### config.mk
export PLATFORM = sky130hd
export DESIGN_NAME = sequence_evaluator
export DESIGN_NICKNAME = d
export VERILOG_FILES = /design/src/rtl/sequence_evaluator.sv
export SDC_FILE = /design/constraint.sdc
export NUM_CORES = 1
export LEC_CHECK = 0
export ABC_AREA = 1
export CORE_MARGIN = 4
export CORE_UTILIZATION = 52
export CTS_BUF_LIST = sky130_fd_sc_hd__clkbuf_16
export CTS_CLUSTER_DIAMETER = 60
export DETAILED_ROUTE_END_ITERATION = 8
export GPL_TIMING_DRIVEN = 0
export PLACE_DENSITY = 0.92
export SLEW_MARGIN = 40
export SYNTH_ARGS = -nofsm -noshare
export SYNTH_HDL_FRONTEND = slang
export SYNTH_SLANG_ARGS = --single-unit
### constraint.sdc
create_clock -name clk -period 5.3 [get_ports clk]
set_input_delay 0.795 -clock clk [delete_from_list [all_inputs] [get_ports clk]]
set_output_delay 0.795 -clock clk [all_outputs]
set_load 0.01 [all_outputs]
### src/rtl/sequence_evaluator.sv
// Scores streamed candidate sequences against a masked target and tracks the best one.
// Two-stage pipeline: registered score capture, then best-so-far update; the FSM drains it before reporting.
module sequence_evaluator #(
    parameter int SEQ_WIDTH   = 8,
    parameter int SCORE_WIDTH = 4,
    parameter int COUNT_WIDTH = 16
) (
    input  logic                   clk,
    input  logic                   rst_n,
    input  logic                   i_start,
    input  logic [SEQ_WIDTH-1:0]   i_target,
    input  logic [SEQ_WIDTH-1:0]   i_mask,
    input  logic [SEQ_WIDTH-1:0]   i_seq,
    input  logic                   i_valid,
    input  logic                   i_done,
    output logic                   o_ready,
    output logic [SEQ_WIDTH-1:0]   o_best_seq,
    output logic [SCORE_WIDTH-1:0] o_best_score,
    output logic [COUNT_WIDTH-1:0] o_count,
    output logic                   o_found,
    output logic                   o_result_valid
);

    typedef enum logic [1:0] {IDLE, RUN, FLUSH, DONE} state_t;

    state_t                 state;
    state_t                 state_next;

    logic [SEQ_WIDTH-1:0]   target;
    logic [SEQ_WIDTH-1:0]   mask;
    logic [SEQ_WIDTH-1:0]   seq_p1;
    logic [SCORE_WIDTH-1:0] score_p1;
    logic                   vld_p1;
    logic [SEQ_WIDTH-1:0]   best_seq_p2;
    logic [SCORE_WIDTH-1:0] best_score_p2;
    logic [COUNT_WIDTH-1:0] count;
    logic                   found;

    logic                   start;
    logic                   accept;
    logic                   perfect;
    logic [SCORE_WIDTH-1:0] score_c;
    logic [SCORE_WIDTH-1:0] mask_pop;

    function automatic logic [SCORE_WIDTH-1:0] popcount(input logic [SEQ_WIDTH-1:0] v);
        logic [SCORE_WIDTH-1:0] n;
        n = '0;
        for (int i = 0; i < SEQ_WIDTH; i++) begin
            n = n + SCORE_WIDTH'(v[i]);
        end
        return n;
    endfunction

    function automatic logic [COUNT_WIDTH-1:0] sat_inc(input logic [COUNT_WIDTH-1:0] v);
        return (&v) ? v : v + COUNT_WIDTH'(1);
    endfunction

    assign start    = i_start && (state == IDLE || state == DONE);
    assign accept   = i_valid && (state == RUN);
    assign score_c  = popcount(~(i_seq ^ target) & mask);
    assign mask_pop = popcount(mask);
    assign perfect  = accept && (score_c == mask_pop);

    always_ff @(posedge clk) begin
        if (!rst_n) begin
            state <= IDLE;
        end else begin
            state <= state_next;
        end
    end

    always_comb begin
        state_next = state;
        case (state)
            IDLE:    if (i_start) state_next = RUN;
            RUN:     if (perfect || i_done) state_next = FLUSH;
            // Stay until the last captured beat has reached the best-so-far registers.
            FLUSH:   if (!vld_p1) state_next = DONE;
            DONE:    if (i_start) state_next = RUN;
            default: state_next = IDLE;
        endcase
    end

    // Stage 1: capture accepted beat and its score
    always_ff @(posedge clk) begin
        if (accept) begin
            seq_p1   <= i_seq;
            score_p1 <= score_c;
        end
    end

    always_ff @(posedge clk) begin
        if (!rst_n) begin
            target        <= '0;
            mask          <= '0;
            vld_p1        <= 1'b0;
            best_seq_p2   <= '0;
            best_score_p2 <= '0;
            count         <= '0;
            found         <= 1'b0;
        end else if (start) begin
            target        <= i_target;
            mask          <= i_mask;
            vld_p1        <= 1'b0;
            best_seq_p2   <= '0;
            best_score_p2 <= '0;
            count         <= '0;
            found         <= 1'b0;
        end else begin
            vld_p1 <= accept;
            // Stage 2: strict compare so ties keep the earlier beat
            if (vld_p1 && (score_p1 > best_score_p2)) begin
                best_seq_p2   <= seq_p1;
                best_score_p2 <= score_p1;
            end
            if (accept) begin
                count <= sat_inc(count);
            end
            if (perfect) begin
                found <= 1'b1;
            end
        end
    end

    assign o_ready        = (state == RUN);
    assign o_result_valid = (state == DONE);
    assign o_best_seq     = best_seq_p2;
    assign o_best_score   = best_score_p2;
    assign o_count        = count;
    assign o_found        = found;

endmodule
# Word-level counts from Yosys, hierarchy flattened
# Cells that the tools add are included.
[totals]
register_bits = 60
input_bits = 29
out_inout_bits = 31
wordCells = 54
[op_classes]
addsub = 15
magnitude_cmp = 1
eq_ne = 7
n_mux = 4
bitwise_logic = 5
n_reduce_logical = 12
[ops]
columns = ["cell", "n"]
rows = [
  ["$add A4 B1 Y4", 8],
  ["$add A16 B1 Y16 const B", 1],
  ["$reduce_and A16 Y1", 1],
  ["$add A3 B1 Y4", 2],
  ["$and A8 B8 Y8", 1],
  ["$not A8 Y8", 1],
  ["$xor A8 B8 Y8", 1],
  ["$add A2 B1 Y3", 2],
  ["$mux W2", 3],
  ["$pmux W2 S3", 1],
  ["$add A1 B1 Y2", 2],
  ["$eq A2 B2 Y1 const B", 2],
  ["$eq A4 B4 Y1", 1],
  ["$gt A4 B4 Y1", 1],
  ["$logic_and A1 B1 Y1", 4],
  ["$ne A2 B1 Y1 const B", 2],
  ["$reduce_or A2 Y1", 2],
  ["$reduce_and A3 Y1", 1],
  ["$eq A2 B1 Y1 const B", 1],
  ["$logic_not A2 Y1", 1],
  ["$logic_or A1 B1 Y1", 2],
  ["$ne A2 B2 Y1 const B", 1],
  ["$not A1 Y1", 2],
  ["$reduce_and A2 Y1", 1],
]

# Logic depth before layout (Yosys ltp)
[logic_depth]
ltp_word = 15
depth_mapped = 20
ltp_nobuf = 20

# Worst setup path after synthesis
# OpenSTA, ideal clock, no wires.
[synth_timing]
kind = "in2reg"
from = "input i_seq[1]"
to = "register state[0]"
setup_ns = 0.115
t_arrival_ns = 3.878
required_time_ns = 5.185
slack_ns = 1.307
path_stages = 16
path_buffers = 0
path_cell_list = "nand2_1 -> inv_1 -> o21ai_0 -> fa_1 -> fa_1 -> inv_1 -> fa_1 -> ha_1 -> fa_1 -> xnor2_1 -> nor2_1 -> nand3_1 -> nand2_1 -> nand3_1 -> nand2_1 -> nor2_1"
[synth_via]
elab_chain_cells = 15
[synth_lines]
columns = ["element", "line", "rtl"]
rows = [
  ["start, declared", "13", "input logic [SEQ_WIDTH-1:0] i_seq,"],
  ["$xor A8 B8 Y8", "60", "assign score_c = popcount(~(i_seq ^ target) & mask);"],
  ["$not A8 Y8", "60", ""],
  ["$and A8 B8 Y8", "60", ""],
  ["$add A1 B1 Y2", "49", "n = n + SCORE_WIDTH'(v[i]);"],
  ["$add A2 B1 Y3", "49", ""],
  ["$add A3 B1 Y4", "49", ""],
  ["$add A4 B1 Y4 (4 in a row)", "49", ""],
  ["via score_c[1]", "42", "logic [SCORE_WIDTH-1:0] score_c;"],
  ["$eq A4 B4 Y1", "62", "assign perfect = accept && (score_c == mask_pop);"],
  ["$logic_and A1 B1 Y1", "62", ""],
  ["$logic_or A1 B1 Y1", "76", "RUN: if (perfect || i_done) state_next = FLUSH;"],
  ["$ne A2 B1 Y1 (no line)", "-", ""],
  ["$reduce_and A3 Y1 (no line)", "-", ""],
  ["end signal, assigned", "68", "state <= state_next;"],
  ["end, declared", "26", "state_t state;"],
]
# The timed path passes the listed nets, and every way through them passes these cells.
# A chain may end at the register's enable or synchronous reset.

# Final worst setup path
[layout_timing]
from = "input i_seq[1]"
to = "register state[1]"
# The elaborated chain is that of the path after synthesis.

==> impl_metrics.toml <==
[status]
outcome = "complete, no violations"

[cells_and_area]
diodes = 0
drive_above_1_share_pct = 4.61
area_growth_pct = 32.6
layout_common_cells = "nand2_1, nor2_1, clkdlybuf4s50_1"
fin_nets = 524
fin_cells = 549
layout_commonest_cell = "nand2_1"

[yosys]
yosys.area.top_type = "dfxtp_1"
synth_top_area_share_pct = 31.3
syn-cell-area_sq_um = 3070
ys_seq_area_share_pct = 43.0
syn_inst = 403
ys_warn_count = 0
synth_seq_cells = 60
ys_types = 26
syn_avg_cell_area_sq_um = 7.63
synth_area_leaders = "dfxtp_1, edfxtp_1, nand2_1, nor2_1, inv_1"
synth_fp_nets = 455

[place]
place_inst = 533
dp_hpwl_microns = 5450
io_buffers = 58
gp_congestion = 0.962

[sta]
rsz0062_at_grt = "no"
setup_viol = 0
period_minus_slack_ns = 4.56
tns_ns = 0
max_slew_margin_pct = 69.5
max_freq_mhz = 219
fin_crit_sh_pct = 86.0
worst_pin_slew_ns = 0.457
hold_violations = 0
worst_clock_skew_ns = 0.00782
maxSlewViolCount = 0

[min_path]
hold_path_startpoint = "target[0]"
min_path_cells = 2
hp-class = "reg2reg"
min_to = "target[0]"

[drt]
vias = 2883
drtIter0Drc = 249
drt_pass1_iterations = 6
ant_nets = 0
drc = 0
via_per_inst = 5.25
wire_per_inst_microns = 13.7
wl_microns = 7500

[floorplanning]
pin_count = 60
start_util_pct = 54.8
die_y_microns = 84.9
num_rows = 27
dieWidth_microns = 84.9
coreArea_sq_um = 5610
dieArea_sq_um = 7210

[pwr]
p_leak_nw = 1.65
finalPower_mw = 1.94
ir_drop_mv = 0.276
power_per_cell_area_nw_per_um2 = 477

[global_route]
grt_pass1_vias = 2771
antenna_found_initial = 0
grt_pass1_wl_microns = 12200
grt_max_degree = 14
grt-ovfl-total = 0
grt_usage_pct = 21.4

[clock_tree]
cts_buffers = 9
cts.htree.levels = 3
ctsHoldBuffers = 0
post_cts_resized = 0
cts_tree = "built"
post_cts_buffers = 0
cts-root-buf = "clkbuf_16"
clock-sinks = 60
clockBufferDepth = 2
clock_latency_ns = 0.33
clk_pin_slew_ns = 0.05

[worst_setup_path]
critical_path_peak_fanout = 4
rrSetupSlack_ns = 1.42
required_ns = 5.51
cp.arrival_ns = 4.77
worstRegToRegCells = 18
timing.rr.start = "target[1]"
worstSetupPathType = "in2reg"
start_kind = "input pin"
cp-end-kind = "flop"
r2r-end = "state[1]"

[run]
drv_cap = 0
flip-flops by register name, indices dropped and copies added, names as in the netlist:
| signal | cells |
|---|---|
| o_best_score | 4 |
| seq_p1 | 8 |
| o_best_seq | 8 |
| vld_p1 | 1 |
| o_count | 16 |
| mask | 8 |
| target | 8 |
| state | 2 |
| o_found | 1 |
| score_p1 | 4 |
worst max-delay path by stage:
stage | end | slack, ns | from
after global routing | state[0] | 0.52 | i_seq[1]
after global placement | state[1] | 0.55 | i_seq[1]
after detailed placement | state[0] | 0.46 | i_seq[1]
after CTS | state[0] | 0.75 | i_seq[1]
after floorplan | state[0] | 1.31 | i_seq[1]
final | state[1] | 0.74 | i_seq[1]
worst max-delay path, cell delays in order:
cell	delay [ns]
clkdlybuf4s50_1	0.54
nor2_1	0.05
o21ai_0	0.24
fa_1	0.49
fa_1	0.55
inv_1	0.06
fa_1	0.48
ha_1	0.25
fa_1	0.43
inv_1	0.11
nand2_1	0.07
nand2_1	0.10
nand2_1	0.06
nand2_1	0.08
inv_1	0.05
nand3_1	0.11
nand2_1	0.12
a21oi_1	0.14
nor2_1	0.06
cell type report:
| type | count | area (sq um) |
|---|---|---|
| fill | 420 | 1530 |
| multi-input combinational | 276 | 1490 |
| sequential | 60 | 1320 |
| timing repair buffer | 58 | 581 |
| clock buffer | 9 | 225 |
| inverter | 56 | 210 |
| clock inverter | 7 | 106 |
| tap | 72 | 90.1 |
| buffer | 11 | 56.3 |
layer usage:
metal | share of wire [%] | up-vias | routed length (microns) | global-route usage [%]
met3 | 6.1 | 30 | 457 | 3.79
met4 | 3.8 | 0 | 282 | 12.8
met1 | 40 | 1306 | 2970 | 23.6
met2 | 51 | 129 | 3790 | 38.0
met5 | 0 | - | 0 | 0
li1 | - | 1418 | - | -
per-stage QoR:
step | util, % | setup WS (ns) | instance area, sq um | hold WS [ns]
after floorplan | - | 1.31 | 3070 | 0.436
after global placement | 66.8 | 0.546 | 3740 | 0.444
after detailed placement | 66.8 | 0.461 | 3740 | 0.449
after CTS | 72.7 | 0.753 | 4080 | 0.461
after global routing | 72.7 | 0.520 | 4080 | 0.491
final | 72.7 | 0.740 | 4080 | 0.463
power by group:
part	total, mW	switching, mW	internal (mW)
Clock	0.645	0.193	0.452
Sequential	0.609	0.0502	0.559
Combinational	0.691	0.408	0.283
Total	1.94	0.651	1.29
Yosys cell counts (all sizes together):
| cell | number |
|---|---|
| a41oi | 1 |
| nand2 | 80 |
| o211ai | 1 |
| nand3b | 1 |
| nor2 | 72 |
| xor2 | 5 |
| clkinv | 1 |
| o21ai | 35 |
| xnor2 | 6 |
| buf | 5 |
| fa | 8 |
| edfxtp | 12 |
| clkbuf | 6 |
| nand4 | 1 |
| a21oi | 29 |
| a22oi | 1 |
| ha | 15 |
| dfxtp | 48 |
| inv | 55 |
| nor3 | 3 |
| nand3 | 18 |
kinds of logic after synthesis:
logic type / share of synthesized area (%)
fa+ha+maj: 11.3
buf+inv: 8.67
compound gates: 11.3
xor+xnor: 3.13
flops: 43.0
simple gates: 22.6
Note: power is estimated with default switching activity, not from simulation.
